--- config.mk ---
export PLATFORM = sky130hd
export DESIGN_NAME = uart_baud_gen_flat
export DESIGN_NICKNAME = d
export VERILOG_FILES = /design/src/rtl/uart_baud_pkg.sv /design/src/rtl/uart_baud_gen_if.sv /design/src/rtl/uart_baud_frac_acc.sv /design/src/rtl/uart_baud_gen.sv /design/src/flat_wrapper.sv
export SDC_FILE = /design/constraint.sdc
export NUM_CORES = 1
export LEC_CHECK = 0
export CAP_MARGIN = 20
export CORE_UTILIZATION = 53
export CTS_CLUSTER_DIAMETER = 120
export DETAILED_ROUTE_END_ITERATION = 8
export PLACE_DENSITY = 0.78
export REMOVE_ABC_BUFFERS = 1
export SLEW_MARGIN = 10
export SYNTH_ARGS = -nofsm -noshare
export SYNTH_HDL_FRONTEND = slang
export SYNTH_SLANG_ARGS = --single-unit
--- constraint.sdc ---
create_clock -name clk -period 2.86 [get_ports clk]
set_input_delay 0.858 -clock clk [delete_from_list [all_inputs] [get_ports clk]]
set_output_delay 0.858 -clock clk [all_outputs]
set_load 0.03 [all_outputs]
--- src/rtl/uart_baud_pkg.sv ---
// Shared types, widths and legality checks for the UART baud generator.
package uart_baud_pkg;

   localparam int DIV_I_MAX = 32;
   localparam int DIV_F_MAX = 8;

   typedef struct packed {
      logic [DIV_I_MAX-1:0] i;
      logic [DIV_F_MAX-1:0] f;
   } div_pair_t;

   function automatic int phase_w(input int ovs);
      return $clog2(ovs);
   endfunction

   function automatic bit ovs_ok(input int ovs);
      return (ovs >= 4) && (ovs <= 64) && (ovs % 2 == 0);
   endfunction

   function automatic bit div_ok(input int cw, input int fw,
                                 input int di, input int df);
      return (cw >= 1) && (cw <= DIV_I_MAX) &&
             (fw >= 1) && (fw <= DIV_F_MAX) &&
             (di >= 0) && (longint'(di) < (longint'(1) << cw)) &&
             (df >= 0) && (longint'(df) < (longint'(1) << fw));
   endfunction

endpackage

--- src/rtl/uart_baud_gen_if.sv ---
// Control and tick bundle between the baud generator and the UART shifters.
interface uart_baud_gen_if
   import uart_baud_pkg::*;
#(
   parameter int CNT_W  = 16,
   parameter int FRAC_W = 3,
   parameter int OVS    = 16
);

   localparam int PH_W = phase_w(OVS);

   logic              en;
   logic              load;
   logic [CNT_W-1:0]  baud_int;
   logic [FRAC_W-1:0] baud_frac;
   logic              baud_tick;
   logic              xmit_tick;
   logic              mid_tick;
   logic [PH_W-1:0]   ovs_phase;

   modport master (
      output en, load, baud_int, baud_frac,
      input  baud_tick, xmit_tick, mid_tick, ovs_phase
   );

   modport slave (
      input  en, load, baud_int, baud_frac,
      output baud_tick, xmit_tick, mid_tick, ovs_phase
   );

endinterface

--- src/rtl/uart_baud_frac_acc.sv ---
// Fractional divisor accumulator: decides when a tick is stretched by a cycle.
module uart_baud_frac_acc #(
   parameter int FRAC_W   = 3,
   parameter int DEF_FRAC = 0
)(
   input  logic              clk,
   input  logic              aresetn,
   input  logic              en,
   input  logic              load,
   input  logic [FRAC_W-1:0] frac,
   input  logic              cnt_zero,
   output logic              stretch,
   output logic              hold
);

   logic [FRAC_W-1:0] div_f;
   logic [FRAC_W-1:0] acc;
   logic [FRAC_W:0]   sum;

   assign sum  = {1'b0, acc} + {1'b0, div_f};
   // carry out of the accumulator defers this tick by one cycle
   assign hold = !stretch && cnt_zero && sum[FRAC_W];

   always_ff @(posedge clk or negedge aresetn) begin
      if (!aresetn) begin
         div_f   <= FRAC_W'(DEF_FRAC);
         acc     <= '0;
         stretch <= 1'b0;
      end else if (load) begin
         div_f   <= frac;
         acc     <= '0;
         stretch <= 1'b0;
      end else if (en && stretch) begin
         stretch <= 1'b0;
      end else if (en && cnt_zero) begin
         acc     <= sum[FRAC_W-1:0];
         stretch <= sum[FRAC_W];
      end
   end

endmodule

--- src/rtl/uart_baud_gen.sv ---
// UART baud generator: oversample, bit-boundary and mid-bit ticks.
// Build option: define UART_BAUD_GEN_FRAC_EN for the fractional divisor.
module uart_baud_gen
   import uart_baud_pkg::*;
#(
   parameter int CNT_W    = 16,
   parameter int FRAC_W   = 3,
   parameter int OVS      = 16,
   parameter int DEF_INT  = 0,
   parameter int DEF_FRAC = 0
)(
   input logic            clk,
   input logic            aresetn,
   uart_baud_gen_if.slave bus
);

   localparam int PH_W = phase_w(OVS);
   localparam logic [PH_W-1:0] PH_LAST = PH_W'(OVS - 1);
   localparam logic [PH_W-1:0] PH_MID  = PH_W'(OVS / 2 - 1);

   if (!ovs_ok(OVS)) begin : g_bad_ovs
      $error("uart_baud_gen: OVS must be even and within 4..64");
   end
   if (!div_ok(CNT_W, FRAC_W, DEF_INT, DEF_FRAC)) begin : g_bad_div
      $error("uart_baud_gen: divisor widths or defaults out of range");
   end

   div_pair_t        ld;
   logic             unused_ld;
   logic [CNT_W-1:0] div_i;
   logic [CNT_W-1:0] cnt;
   logic [PH_W-1:0]  phase;
   logic             cnt_zero;
   logic             stretch;
   logic             hold;
   logic             fire;
   logic             baud_q;
   logic             xmit_q;
   logic             mid_q;

   assign ld = '{i: DIV_I_MAX'(bus.baud_int),
                 f: DIV_F_MAX'(bus.baud_frac)};
   assign unused_ld = ^ld;
   assign cnt_zero  = (cnt == '0);

`ifdef UART_BAUD_GEN_FRAC_EN
   uart_baud_frac_acc #(
      .FRAC_W   (FRAC_W),
      .DEF_FRAC (DEF_FRAC)
   ) u_frac (
      .clk      (clk),
      .aresetn  (aresetn),
      .en       (bus.en),
      .load     (bus.load),
      .frac     (ld.f[FRAC_W-1:0]),
      .cnt_zero (cnt_zero),
      .stretch  (stretch),
      .hold     (hold)
   );
`else
   assign stretch = 1'b0;
   assign hold    = 1'b0;
`endif

   assign fire = bus.en && !bus.load &&
                 (stretch || (cnt_zero && !hold));

   // cnt parks at zero while a stretch cycle is pending
   always_ff @(posedge clk or negedge aresetn) begin
      if (!aresetn) begin
         div_i <= CNT_W'(DEF_INT);
         cnt   <= CNT_W'(DEF_INT);
      end else if (bus.load) begin
         div_i <= ld.i[CNT_W-1:0];
         cnt   <= ld.i[CNT_W-1:0];
      end else if (fire) begin
         cnt   <= div_i;
      end else if (bus.en && !cnt_zero) begin
         cnt   <= cnt - CNT_W'(1);
      end
   end

   always_ff @(posedge clk or negedge aresetn) begin
      if (!aresetn) begin
         baud_q <= 1'b0;
         xmit_q <= 1'b0;
         mid_q  <= 1'b0;
         phase  <= '0;
      end else if (bus.load) begin
         baud_q <= 1'b0;
         xmit_q <= 1'b0;
         mid_q  <= 1'b0;
         phase  <= '0;
      end else begin
         baud_q <= fire;
         xmit_q <= fire && (phase == PH_LAST);
         mid_q  <= fire && (phase == PH_MID);
         if (fire)
            phase <= (phase == PH_LAST) ? '0 : phase + PH_W'(1);
      end
   end

   assign bus.baud_tick = baud_q;
   assign bus.xmit_tick = xmit_q;
   assign bus.mid_tick  = mid_q;
   assign bus.ovs_phase = phase;

endmodule

--- src/flat_wrapper.sv ---
// flat-port wrapper written by rule: the top's interface ports become plain ports
module uart_baud_gen_flat import uart_baud_pkg::*;
#(
   parameter int CNT_W    = 16,
   parameter int FRAC_W   = 3,
   parameter int OVS      = 16,
   parameter int DEF_INT  = 0,
   parameter int DEF_FRAC = 0
)
  (clk, aresetn, bus_en, bus_load, bus_baud_int, bus_baud_frac, bus_baud_tick, bus_xmit_tick, bus_mid_tick, bus_ovs_phase);
  uart_baud_gen_if #(.CNT_W(CNT_W), .FRAC_W(FRAC_W), .OVS(OVS)) bus_i ();
  input logic clk;
  input logic aresetn;
  input wire logic [$bits(bus_i.en)-1:0] bus_en;
  input wire logic [$bits(bus_i.load)-1:0] bus_load;
  input wire logic [$bits(bus_i.baud_int)-1:0] bus_baud_int;
  input wire logic [$bits(bus_i.baud_frac)-1:0] bus_baud_frac;
  output wire logic [$bits(bus_i.baud_tick)-1:0] bus_baud_tick;
  output wire logic [$bits(bus_i.xmit_tick)-1:0] bus_xmit_tick;
  output wire logic [$bits(bus_i.mid_tick)-1:0] bus_mid_tick;
  output wire logic [$bits(bus_i.ovs_phase)-1:0] bus_ovs_phase;
  assign bus_i.en = bus_en;
  assign bus_i.load = bus_load;
  assign bus_i.baud_int = bus_baud_int;
  assign bus_i.baud_frac = bus_baud_frac;
  assign bus_baud_tick = bus_i.baud_tick;
  assign bus_xmit_tick = bus_i.xmit_tick;
  assign bus_mid_tick = bus_i.mid_tick;
  assign bus_ovs_phase = bus_i.ovs_phase;
  uart_baud_gen #(.CNT_W(CNT_W), .FRAC_W(FRAC_W), .OVS(OVS), .DEF_INT(DEF_INT), .DEF_FRAC(DEF_FRAC)) u_core (.clk(clk), .aresetn(aresetn), .bus(bus_i));
endmodule
# After elaboration in Yosys (flattened, before gate mapping)
# Cells that the tools add are included.
[word_totals]
reg_bits = 39
latch_bits = 0
mem_bits_rw = 0
romBits = 0
input_bits = 23
out_inout_bits = 7
wordCells = 29
mem_count = 0
[classes]
addsub = 2
multipliers = 0
div = 0
magnitude_cmp = 0
n_eq_ne = 2
shift = 0
muxes = 9
n_bitwise = 0
n_reduce_logical = 10
[op_table]
columns = ["op", "count"]
rows = [
  ["16-bit two-way mux", 3],
  ["16-bit logical NOT", 1],
  ["16-bit by 1-bit subtractor with 16-bit output (second input constant)", 1],
  ["4-bit two-way mux", 3],
  ["1-bit logical AND", 5],
  ["4-bit by 1-bit adder with 4-bit output (second input constant)", 1],
  ["4-bit by 3-bit equality test with 1-bit output (second input constant)", 1],
  ["4-bit equality test (second input constant)", 1],
  ["1-bit two-way mux", 3],
  ["3-bit nonzero test", 1],
  ["1-bit logical NOT", 2],
  ["2-bit nonzero test", 1],
]

# Depth between registers and ports, before layout
# Gate-level depths: netlist (run 1).
[logic_depth]
ltp_word = 6
mapped_depth = 9
depth_no_buf = 8

# Worst setup path after synthesis (run 1)
# OpenSTA, ideal clock, no wires.
[synth_path]
path_type = "in2reg"
startpoint = "input port bus_load"
endpoint = "register u_core.cnt[10]"
setup_ns = 0.128
arrival_ns = 2.127
required_time_ns = 2.732
path_slack_ns = 0.605
path_stages = 7
path_buffers = 2
path_cell_list = "clkbuf_1 > nand2b_1 > nor4b_4 > nand2_4 > buf_6 > o211ai_2 > nand3_1"
[synth_via]
elab_chain_len = 5
word_cells_on_any_way = 6
classes_between = "mux (2); reduce/logical (4)"
[synth_lines]
columns = ["element", "line_no", "source"]
rows = [
  ["start: declaration", "flat_wrapper.sv:15", "input wire logic [$bits(bus_i.load)-1:0] bus_load;"],
  ["1-bit logical NOT", "uart_baud_gen.sv:65", "assign fire = bus.en && !bus.load &&"],
  ["1-bit logical AND (2 in a row)", "uart_baud_gen.sv:65", ""],
  ["16-bit two-way mux", "uart_baud_gen.sv:76", "end else if (fire) begin"],
  ["16-bit two-way mux", "uart_baud_gen.sv:73", "end else if (bus.load) begin"],
  ["end signal: assignment", "uart_baud_gen.sv:72", "cnt <= CNT_W'(DEF_INT);"],
  ["end signal: assignment", "uart_baud_gen.sv:75", "cnt <= ld.i[CNT_W-1:0];"],
  ["end signal: assignment", "uart_baud_gen.sv:77", "cnt <= div_i;"],
  ["end: declaration", "uart_baud_gen.sv:31", "logic [CNT_W-1:0] cnt;"],
]
# Several ways; a longest one is shown, not always the timed one.
# A chain may end at the register's enable or synchronous reset.

# Worst setup path after layout (run 1)
[layout_path]
startpoint = "input port bus_en"
endpoint = "register u_core.cnt[15]"
[layout_via]
elab_chain_len = 4
word_cells_on_any_way = 6
classes_between = "mux (2); reduce/logical (4)"
[layout_lines]
columns = ["element", "line_no", "source"]
rows = [
  ["start: declaration", "flat_wrapper.sv:14", "input wire logic [$bits(bus_i.en)-1:0] bus_en;"],
  ["1-bit logical AND (2 in a row)", "uart_baud_gen.sv:65", ""],
  ["16-bit two-way mux", "uart_baud_gen.sv:76", ""],
  ["16-bit two-way mux", "uart_baud_gen.sv:73", ""],
]
# Several ways; a longest one is shown, not always the timed one.

==> run summary, run 1 <==
STATUS
------------------------------------------------------------------------------------------------------
Run status                                                                                   completed

CLOCK NETWORK
------------------------------------------------------------------------------------------------------
Post-cts resize count                                                                                0
Number of CTS-inserted buffers                                                                       5
Total setup buffers inserted after CTS                                                               0
Number of sinks on the clock net                                                                    39
Worst-case clock buffer depth                                                                        2
Clock root cell                                                                           sky130_fd_sc_hd__clkbuf_8
CTS H-tree lvls                                                                                      2
Number of buffers inserted by hold repair at cts                                                     0
Clock tree from TritonCTS                                                                        built
Clock transition at the register clock pins on the worst setup and hold paths after CTS        0.08 ns
Insertion delay of the later-clocked pin in the worst-skew pair                                0.29 ns

POWER
------------------------------------------------------------------------------------------------------
Power Total                                                                                    1.23 mW
Worst vdd ir                                                                                0.000332 V
Leakage dissipation                                                                            1.04 nW
Power density over the cells                                                               510 nW/um^2

YOSYS
------------------------------------------------------------------------------------------------------
Sequential element share of the synthesized area                                                 0.487
Count of distinct cell types in the synthesized netlist                                             42
Most area-consuming cells after synthesis                                                 sky130_fd_sc_hd__dfrtp_1 49%, sky130_fd_sc_hd__mux2_2 4.5%, sky130_fd_sc_hd__nand2_1 4.3%, sky130_fd_sc_hd__o21ai_0 4.0%, sky130_fd_sc_hd__nand3_1 3.2%
Register bit count reported by yosys                                                                39
Share of the synthesized area in the top cell type                                               0.487
Cell types with the highest counts after synthesis                                        39 x sky130_fd_sc_hd__dfrtp_1, 23 x sky130_fd_sc_hd__nand2_1, 16 x sky130_fd_sc_hd__o21ai_0
Mean instance size in the synthesized netlist                                               10.1 sq um
Number of warnings reported in the yosys synthesis log                                               0
EDFF count, synth                                                                                    0
Cell count after synthesis                                                                         199
Area leader, netlist                                                                      sky130_fd_sc_hd__dfrtp_1
Cell area after synthesis                                                                   2000 sq um
Post-synth top flop                                                                       sky130_fd_sc_hd__dfrtp_1
Most frequent cell after synthesis                                                        sky130_fd_sc_hd__dfrtp_1
Proportion of synthesized flip-flops having asynchronous set or reset                             1.00

GLOBAL ROUTING
------------------------------------------------------------------------------------------------------
Global-route wire length before repair                                                         7510 um
Largest net degree at the start of global routing                                                   40
Remaining Overflow, GRT                                                                              0
GRT Resource Usage Total                                                                         0.243
Initial antenna violation count                                                                      0
Vias in the first global route                                                                    1657

STA
------------------------------------------------------------------------------------------------------
Fin Setup TNS                                                                                     0 ns
Final worst clock skew                                                                      0.00720 ns
Unrepaired setup endpoints after global routing                                                     no
Crit path setup slack, layout                                                                 0.332 ns
FMAX                                                                                           396 MHz
Final min period                                                                               2.53 ns
Final hold violations                                                                                0
Max_slew headroom                                                                                0.312
Slew at the pin closest to its max-slew limit                                                  1.03 ns
Tightest hold margin                                                                          0.505 ns
Final max-slew violation count                                                                       0
Setup violators final                                                                                0
Fraction of the cycle the final worst path needs                                                 0.884

PLACEMENT
------------------------------------------------------------------------------------------------------
GP Congestion                                                                                    0.811
Port-buffer cells                                                                                   26
Half-perimeter wire length after placement                                                     2970 um
Minimum setup slack after placement                                                          0.0795 ns
Cell Count Post-Placement                                                                          268
Placed standard-cell area                                                                   2300 sq um

CELLS AND AREA
------------------------------------------------------------------------------------------------------
Non-filler cells, final                                                                            276
Proportion of layout cells with a drive suffix above 1                                           0.139
Antenna diode instance count                                                                         0
Flip-flop and latch area                                                                     976 sq um
Filler instances                                                                                   285
Share of the core filled with cells                                                              0.693
Post-route design area                                                                      2400 sq um
Multi-input combinational cell area                                                          926 sq um
Relative area change from synthesis to final layout                                              20.1%
Final #Nets                                                                                        254

RUN
------------------------------------------------------------------------------------------------------
# Max-Cap Violations                                                                                 0

HOLD PATH
------------------------------------------------------------------------------------------------------
Hold crit path type                                                                            reg2reg
Instance count along the most critical hold path                                                     2

SETUP PATH
------------------------------------------------------------------------------------------------------
Number of cells on the worst reg-to-reg path                                                         8
Startpoint Class                                                                             input pin
Arrival time at the worst endpoint                                                             2.73 ns
R2R setup slack                                                                                0.36 ns
CP Data Required Time                                                                          3.07 ns
Crit Path Max Fanout                                                                                12
Endpoint kind of the worst setup timing path                                                      flop
Crit Path Category                                                                              in2reg

FLOORPLANNING
------------------------------------------------------------------------------------------------------
Row cnt                                                                                             21
Initial Util                                                                                     0.578
Total die area                                                                              4030 sq um
# IOs                                                                                               30
Chip Height                                                                                    63.5 um
Core outline area                                                                           3470 sq um
Horizontal die dimension                                                                       63.5 um

DRT
------------------------------------------------------------------------------------------------------
Detailed Route Iter0 Violations                                                                     96
Vias per cell                                                                                     5.75
Pre-Repair DR Iteration Count                                                                        4
Total number of vias                                                                              1588
DRC Markers                                                                                          0
Per-cell routed wire length                                                                    15.2 um
Count of nets left with antenna violations after detail routing                                      0
Aggregate routed wire length                                                                   4180 um

==> cells by family (layout without fill, tap and decap cells) <==
| group | count (synthesis) | after routing | share of synthesized area |
|---|---|---|---|
| buffers and inverters | 21 | 52 | 0.0506 |
| adder cells (fa/ha/maj) | 2 | 2 | 0.0125 |
| AND/OR/NAND/NOR | 71 | 71 | 0.202 |
| flip-flops | 39 | 39 | 0.487 |
| AO/OA/AOI/OAI | 48 | 48 | 0.158 |
| XOR/XNOR | 9 | 9 | 0.0394 |
| multiplexers | 9 | 9 | 0.0500 |
==> routing by layer <==
layer | track usage | wire [um] | vias to the layer above
met3 | 0.0471 | 143 | 7
met4 | 0.116 | 72 | 0
met2 | 0.391 | 2010 | 38
met5 | 0 | 0 | -
li1 | - | - | 764
met1 | 0.312 | 1960 | 779
==> layout by cell type, fill, tap and decap left out, types with 3 or more instances in the layout <==
master | Yosys | final
sky130_fd_sc_hd__dfrtp_1 | 39 | 39
sky130_fd_sc_hd__clkdlybuf4s50_1 | 0 | 25
sky130_fd_sc_hd__nand2_1 | 23 | 23
sky130_fd_sc_hd__o21ai_0 | 16 | 16
sky130_fd_sc_hd__nand3_1 | 13 | 13
sky130_fd_sc_hd__inv_1 | 11 | 11
sky130_fd_sc_hd__nor2_1 | 10 | 10
sky130_fd_sc_hd__mux2_2 | 8 | 8
sky130_fd_sc_hd__clkbuf_8 | 0 | 7
sky130_fd_sc_hd__xor2_1 | 6 | 6
sky130_fd_sc_hd__a21oi_1 | 6 | 6
sky130_fd_sc_hd__buf_4 | 0 | 6
sky130_fd_sc_hd__a31oi_1 | 5 | 5
sky130_fd_sc_hd__nand3b_1 | 4 | 4
sky130_fd_sc_hd__a22o_1 | 4 | 4
sky130_fd_sc_hd__a22oi_1 | 4 | 4
sky130_fd_sc_hd__nand2b_1 | 3 | 3
sky130_fd_sc_hd__nor3_1 | 3 | 3
sky130_fd_sc_hd__xnor2_1 | 3 | 3
==> worst paths after layout <==
check | endpoint | startpoint
max in group asynchronous | u_core.bus.ovs_phase[1] | aresetn
setup reg to reg | u_core.cnt[3] | u_core.cnt[0]
min in group asynchronous | u_core.cnt[2] | aresetn
setup / recovery | u_core.cnt[15] | bus_en
hold / removal | u_core.cnt[2] | u_core.div_i[2]
hold reg to reg | u_core.cnt[2] | u_core.div_i[2]
==> state kept, by name (all words and copies together) (netlist names) <==
signal / cells
u_core.bus.baud_tick: 1
u_core.bus.mid_tick: 1
u_core.cnt: 16
u_core.bus.xmit_tick: 1
u_core.div_i: 16
u_core.bus.ovs_phase: 4
==> final cells by class <==
type,count,share of cell area
clock buffer,8,0.0416
inverter,12,0.0187
multi-input combinational,139,0.385
sequential,39,0.406
tap,46,0.0239
timing repair buffer,32,0.125
==> critical path, stage by stage <==
cell and delay [ns]:
sky130_fd_sc_hd__clkdlybuf4s50_1 0.55, sky130_fd_sc_hd__nor2b_1 0.84, sky130_fd_sc_hd__nand2_1 0.23, sky130_fd_sc_hd__o21ai_0 0.24
==> power breakdown <==
part           switching, mW  total [mW]  internal (mW)
logic                 0.0851       0.174         0.0889
clock network          0.189       0.409          0.220
registers             0.0456       0.643          0.598
total                  0.319        1.23          0.907
No activity file was read; power rests on OpenSTA's default activity.
==> run 2: changes to the inputs <==
SYNTH_HIERARCHICAL = 1   (was default)
==> run 2 against run 1 <==
Highest routed layer unchanged. Via count shrank 0.50%. Maximum frequency grew 6.2%. Global-route usage shrank 1.0 points. Hold slack gained 0.0029 ns. Largest cell class unchanged. Design area shrank 0.21%. First-iteration DRC count grew 18%. Critical path type unchanged. Core utilization shrank 0.14 points. Count of clock-buffer cells in the layout shrank 2.
==> run summary, run 2 <==
SETUP PATH
------------------------------------------------------------------------------------------------------
Buffering stage count on the worst path with inverters included                                      1   unchanged
Crit. path cell count                                                                                5   +1
CP Data Required Time                                                                          3.07 ns   about the same
Number of cells on the worst reg-to-reg path                                                         7   -1
Critical-path cell with the highest stage delay                                           sky130_fd_sc_hd__nor2_1
Crit Path Max Fanout                                                                                14   +2
CP peak stage delay                                                                            0.84 ns   about the same
Startpoint Class                                                                             input pin
Critical path cell sequence                                                               clkdlybuf4s50_1 > nor2_1 > a22o_1 > a31oi_1 > o21ai_0
Crit Path Category                                                                              in2reg
Critical register-to-register path endpoint                                               u_core/bus.ovs_phase[0]
Capturing element of the worst setup path                                                 u_core/cnt[15]
R2R setup slack                                                                                0.58 ns   +0.22 ns
Endpoint kind of the worst setup timing path                                                      flop
Arrival time at the worst endpoint                                                             2.59 ns   -0.14 ns
R2R Path Start                                                                            u_core/cnt[0]
Launching element of the worst setup path                                                     bus_load
Family of cells with the greatest summed delay on the critical path                       simple AND/OR/NAND/NOR gates

STA
------------------------------------------------------------------------------------------------------
Unrepaired setup endpoints after global routing                                                     no
Setup violators final                                                                                0   unchanged
Slew at the pin closest to its max-slew limit                                                  1.05 ns   +0.0185 ns
Final worst clock skew                                                                      0.00537 ns   -0.00183 ns
Crit path setup slack, layout                                                                 0.479 ns   +0.147 ns
Final min period                                                                               2.38 ns   -0.147 ns
Final hold violations                                                                                0   unchanged
Max_slew headroom                                                                                0.298   -0.0135
FMAX                                                                                           420 MHz   +6.2%
Fraction of the cycle the final worst path needs                                                 0.832   -0.0513
Fin Setup TNS                                                                                     0 ns   unchanged
Tightest hold margin                                                                          0.508 ns   +0.00289 ns
Final max-slew violation count                                                                       0   unchanged

CLOCK NETWORK
------------------------------------------------------------------------------------------------------
Total setup buffers inserted after CTS                                                               0   unchanged
Clock root cell                                                                           sky130_fd_sc_hd__clkbuf_8
Worst-case clock buffer depth                                                                        2   unchanged
Clock tree from TritonCTS                                                                        built
Number of CTS-inserted buffers                                                                       5   unchanged
Post-cts resize count                                                                                0   unchanged
Number of buffers inserted by hold repair at cts                                                     0   unchanged
Clock transition at the register clock pins on the worst setup and hold paths after CTS        0.07 ns   about the same
CTS H-tree lvls                                                                                      2   unchanged
Number of sinks on the clock net                                                                    39   unchanged
Insertion delay of the later-clocked pin in the worst-skew pair                                0.29 ns   about the same

YOSYS
------------------------------------------------------------------------------------------------------
Area leader, netlist                                                                      sky130_fd_sc_hd__dfrtp_1
Cell types with the highest counts after synthesis                                        39 x sky130_fd_sc_hd__dfrtp_1, 16 x sky130_fd_sc_hd__o21ai_0, 15 x sky130_fd_sc_hd__nand2_1
Cell area after synthesis                                                                   1980 sq um   -0.94%
Mean instance size in the synthesized netlist                                               10.1 sq um   +0.58%
Most area-consuming cells after synthesis                                                 sky130_fd_sc_hd__dfrtp_1 49%, sky130_fd_sc_hd__mux2_2 6.2%, sky130_fd_sc_hd__o21ai_0 4.0%, sky130_fd_sc_hd__xor2_1 3.1%, sky130_fd_sc_hd__nand2_1 2.8%
Proportion of synthesized flip-flops having asynchronous set or reset                             1.00   unchanged
Post-synth top flop                                                                       sky130_fd_sc_hd__dfrtp_1
Share of the synthesized area in the top cell type                                               0.492   +0.00461
Most frequent cell after synthesis                                                        sky130_fd_sc_hd__dfrtp_1
Number of warnings reported in the yosys synthesis log                                               6   +6
Sequential element share of the synthesized area                                                 0.492   +0.00461
Count of distinct cell types in the synthesized netlist                                             41   -2.4%
Cell count after synthesis                                                                         196   -1.5%
EDFF count, synth                                                                                    0   unchanged
Register bit count reported by yosys                                                                39   unchanged

GLOBAL ROUTING
------------------------------------------------------------------------------------------------------
Initial antenna violation count                                                                      0   unchanged
Largest net degree at the start of global routing                                                   40   unchanged
Global-route wire length before repair                                                         7110 um   -5.3%
Vias in the first global route                                                                    1512   -8.8%
GRT Resource Usage Total                                                                         0.233   -0.0104
Remaining Overflow, GRT                                                                              0   unchanged

PLACEMENT
------------------------------------------------------------------------------------------------------
GP Congestion                                                                                    0.811   about the same
Port-buffer cells                                                                                   26   unchanged
Half-perimeter wire length after placement                                                     2760 um   -7.0%
Minimum setup slack after placement                                                           0.198 ns   +0.118 ns

HOLD PATH
------------------------------------------------------------------------------------------------------
Hold crit path type                                                                            reg2reg
Startpoint of the worst hold path                                                         u_core/div_i[14]
Instance count along the most critical hold path                                                     1   -1

RUN
------------------------------------------------------------------------------------------------------
# Max-Cap Violations                                                                                 0   unchanged

FLOORPLANNING
------------------------------------------------------------------------------------------------------
Horizontal die dimension                                                                       63.2 um   -0.46%
# IOs                                                                                               30   unchanged
Row cnt                                                                                             21   unchanged
Chip Height                                                                                    63.2 um   -0.46%
Initial Util                                                                                     0.572   -0.00541
Core outline area                                                                           3470 sq um   unchanged
Total die area                                                                              3990 sq um   -0.91%

POWER
------------------------------------------------------------------------------------------------------
Leakage dissipation                                                                            1.01 nW   -2.6%
Worst vdd ir                                                                                0.000342 V   +3.0%
Power density over the cells                                                               539 nW/um^2   +5.7%

DRT
------------------------------------------------------------------------------------------------------
Aggregate routed wire length                                                                   4080 um   -2.4%
Total number of vias                                                                              1580   -0.50%
DRC Markers                                                                                          0   unchanged
Per-cell routed wire length                                                                    15.1 um   -0.64%
Count of nets left with antenna violations after detail routing                                      0   unchanged
Vias per cell                                                                                     5.83   +1.3%
Pre-Repair DR Iteration Count                                                                        4   unchanged
Detailed Route Iter0 Violations                                                                    113   +18%

CELLS AND AREA
------------------------------------------------------------------------------------------------------
Proportion of layout cells with a drive suffix above 1                                           0.138   -0.00135
Most common cell after layout, fill and taps aside                                        sky130_fd_sc_hd__dfrtp_1
Final #Nets                                                                                        249   -2.0%
Relative area change from synthesis to final layout                                              20.9%
Antenna diode instance count                                                                         0   unchanged
Filler instances                                                                                   267   -6.3%
Commonest cells after routing, fill and taps aside                                        39 x sky130_fd_sc_hd__dfrtp_1, 25 x sky130_fd_sc_hd__clkdlybuf4s50_1, 16 x sky130_fd_sc_hd__o21ai_0, 15 x sky130_fd_sc_hd__nand2_1, 13 x sky130_fd_sc_hd__nor2_1

STATUS
------------------------------------------------------------------------------------------------------
Run status                                                                                   completed

-- run 2: layer usage --
metal | vias up | GRT usage | routed length, um
met5 | - | 0 | 0
met4 | 0 | 0.102 | 61
met3 | 6 | 0.0543 | 197
met2 | 42 | 0.364 | 1920
met1 | 771 | 0.308 | 1910
li1 | 761 | - | -
-- run 2: cell families after synthesis --
kind of cell	synth area share
XOR/XNOR	0.0485
adder cells (fa/ha/maj)	0.0126
buffers and inverters	0.0416
AND/OR/NAND/NOR	0.160
flip-flops	0.492
AO/OA/AOI/OAI	0.173
multiplexers	0.0725
-- run 2: worst min-delay path by stage --
stage	endpoint
after floorplan	u_core/cnt[11]
after global placement	u_core/cnt[9]
after detailed placement	u_core/cnt[13]
after CTS	u_core/div_i[1]
after global routing	u_core/div_i[5]
final	u_core/div_i[14]
-- run 2: per-stage QoR --
step	std cells	utilization	cell area, sq um	power, mW
2_1_floorplan	186	-	1930	0.746
3_3_place_gp	263	0.658	2280	0.819
3_5_place_dp	263	0.658	2280	0.829
4_1_cts	271	0.692	2400	1.31
5_1_grt	271	0.692	2400	1.36
6_report	271	0.692	2400	1.29
-- run 2: final cells by class --
type                    count  area [sq um]  area share
flip-flops and latches     39           976       0.407
multi-input cells         139           926       0.386
repair buffers             31           293       0.122
clock buffers               6          82.6      0.0344
well taps                  46          57.6      0.0240
clock inverters             2          35.0      0.0146
inverters                   8          30.0      0.0125
-- run 2: power by group --
part           internal (mW)  switching, mW
registers              0.598         0.0412
logic                 0.0917         0.0884
clock network          0.282          0.191
-- run 2: worst register-to-register path, stage by stage (launching register included) --
cell,delay (ns)
sky130_fd_sc_hd__dfrtp_1,0.44
sky130_fd_sc_hd__inv_1,0.09
sky130_fd_sc_hd__ha_1,0.17
sky130_fd_sc_hd__or3b_4,0.43
sky130_fd_sc_hd__nor4_4,0.34
sky130_fd_sc_hd__and2_1,0.44
sky130_fd_sc_hd__nand3_1,0.15
sky130_fd_sc_hd__a21oi_1,0.16
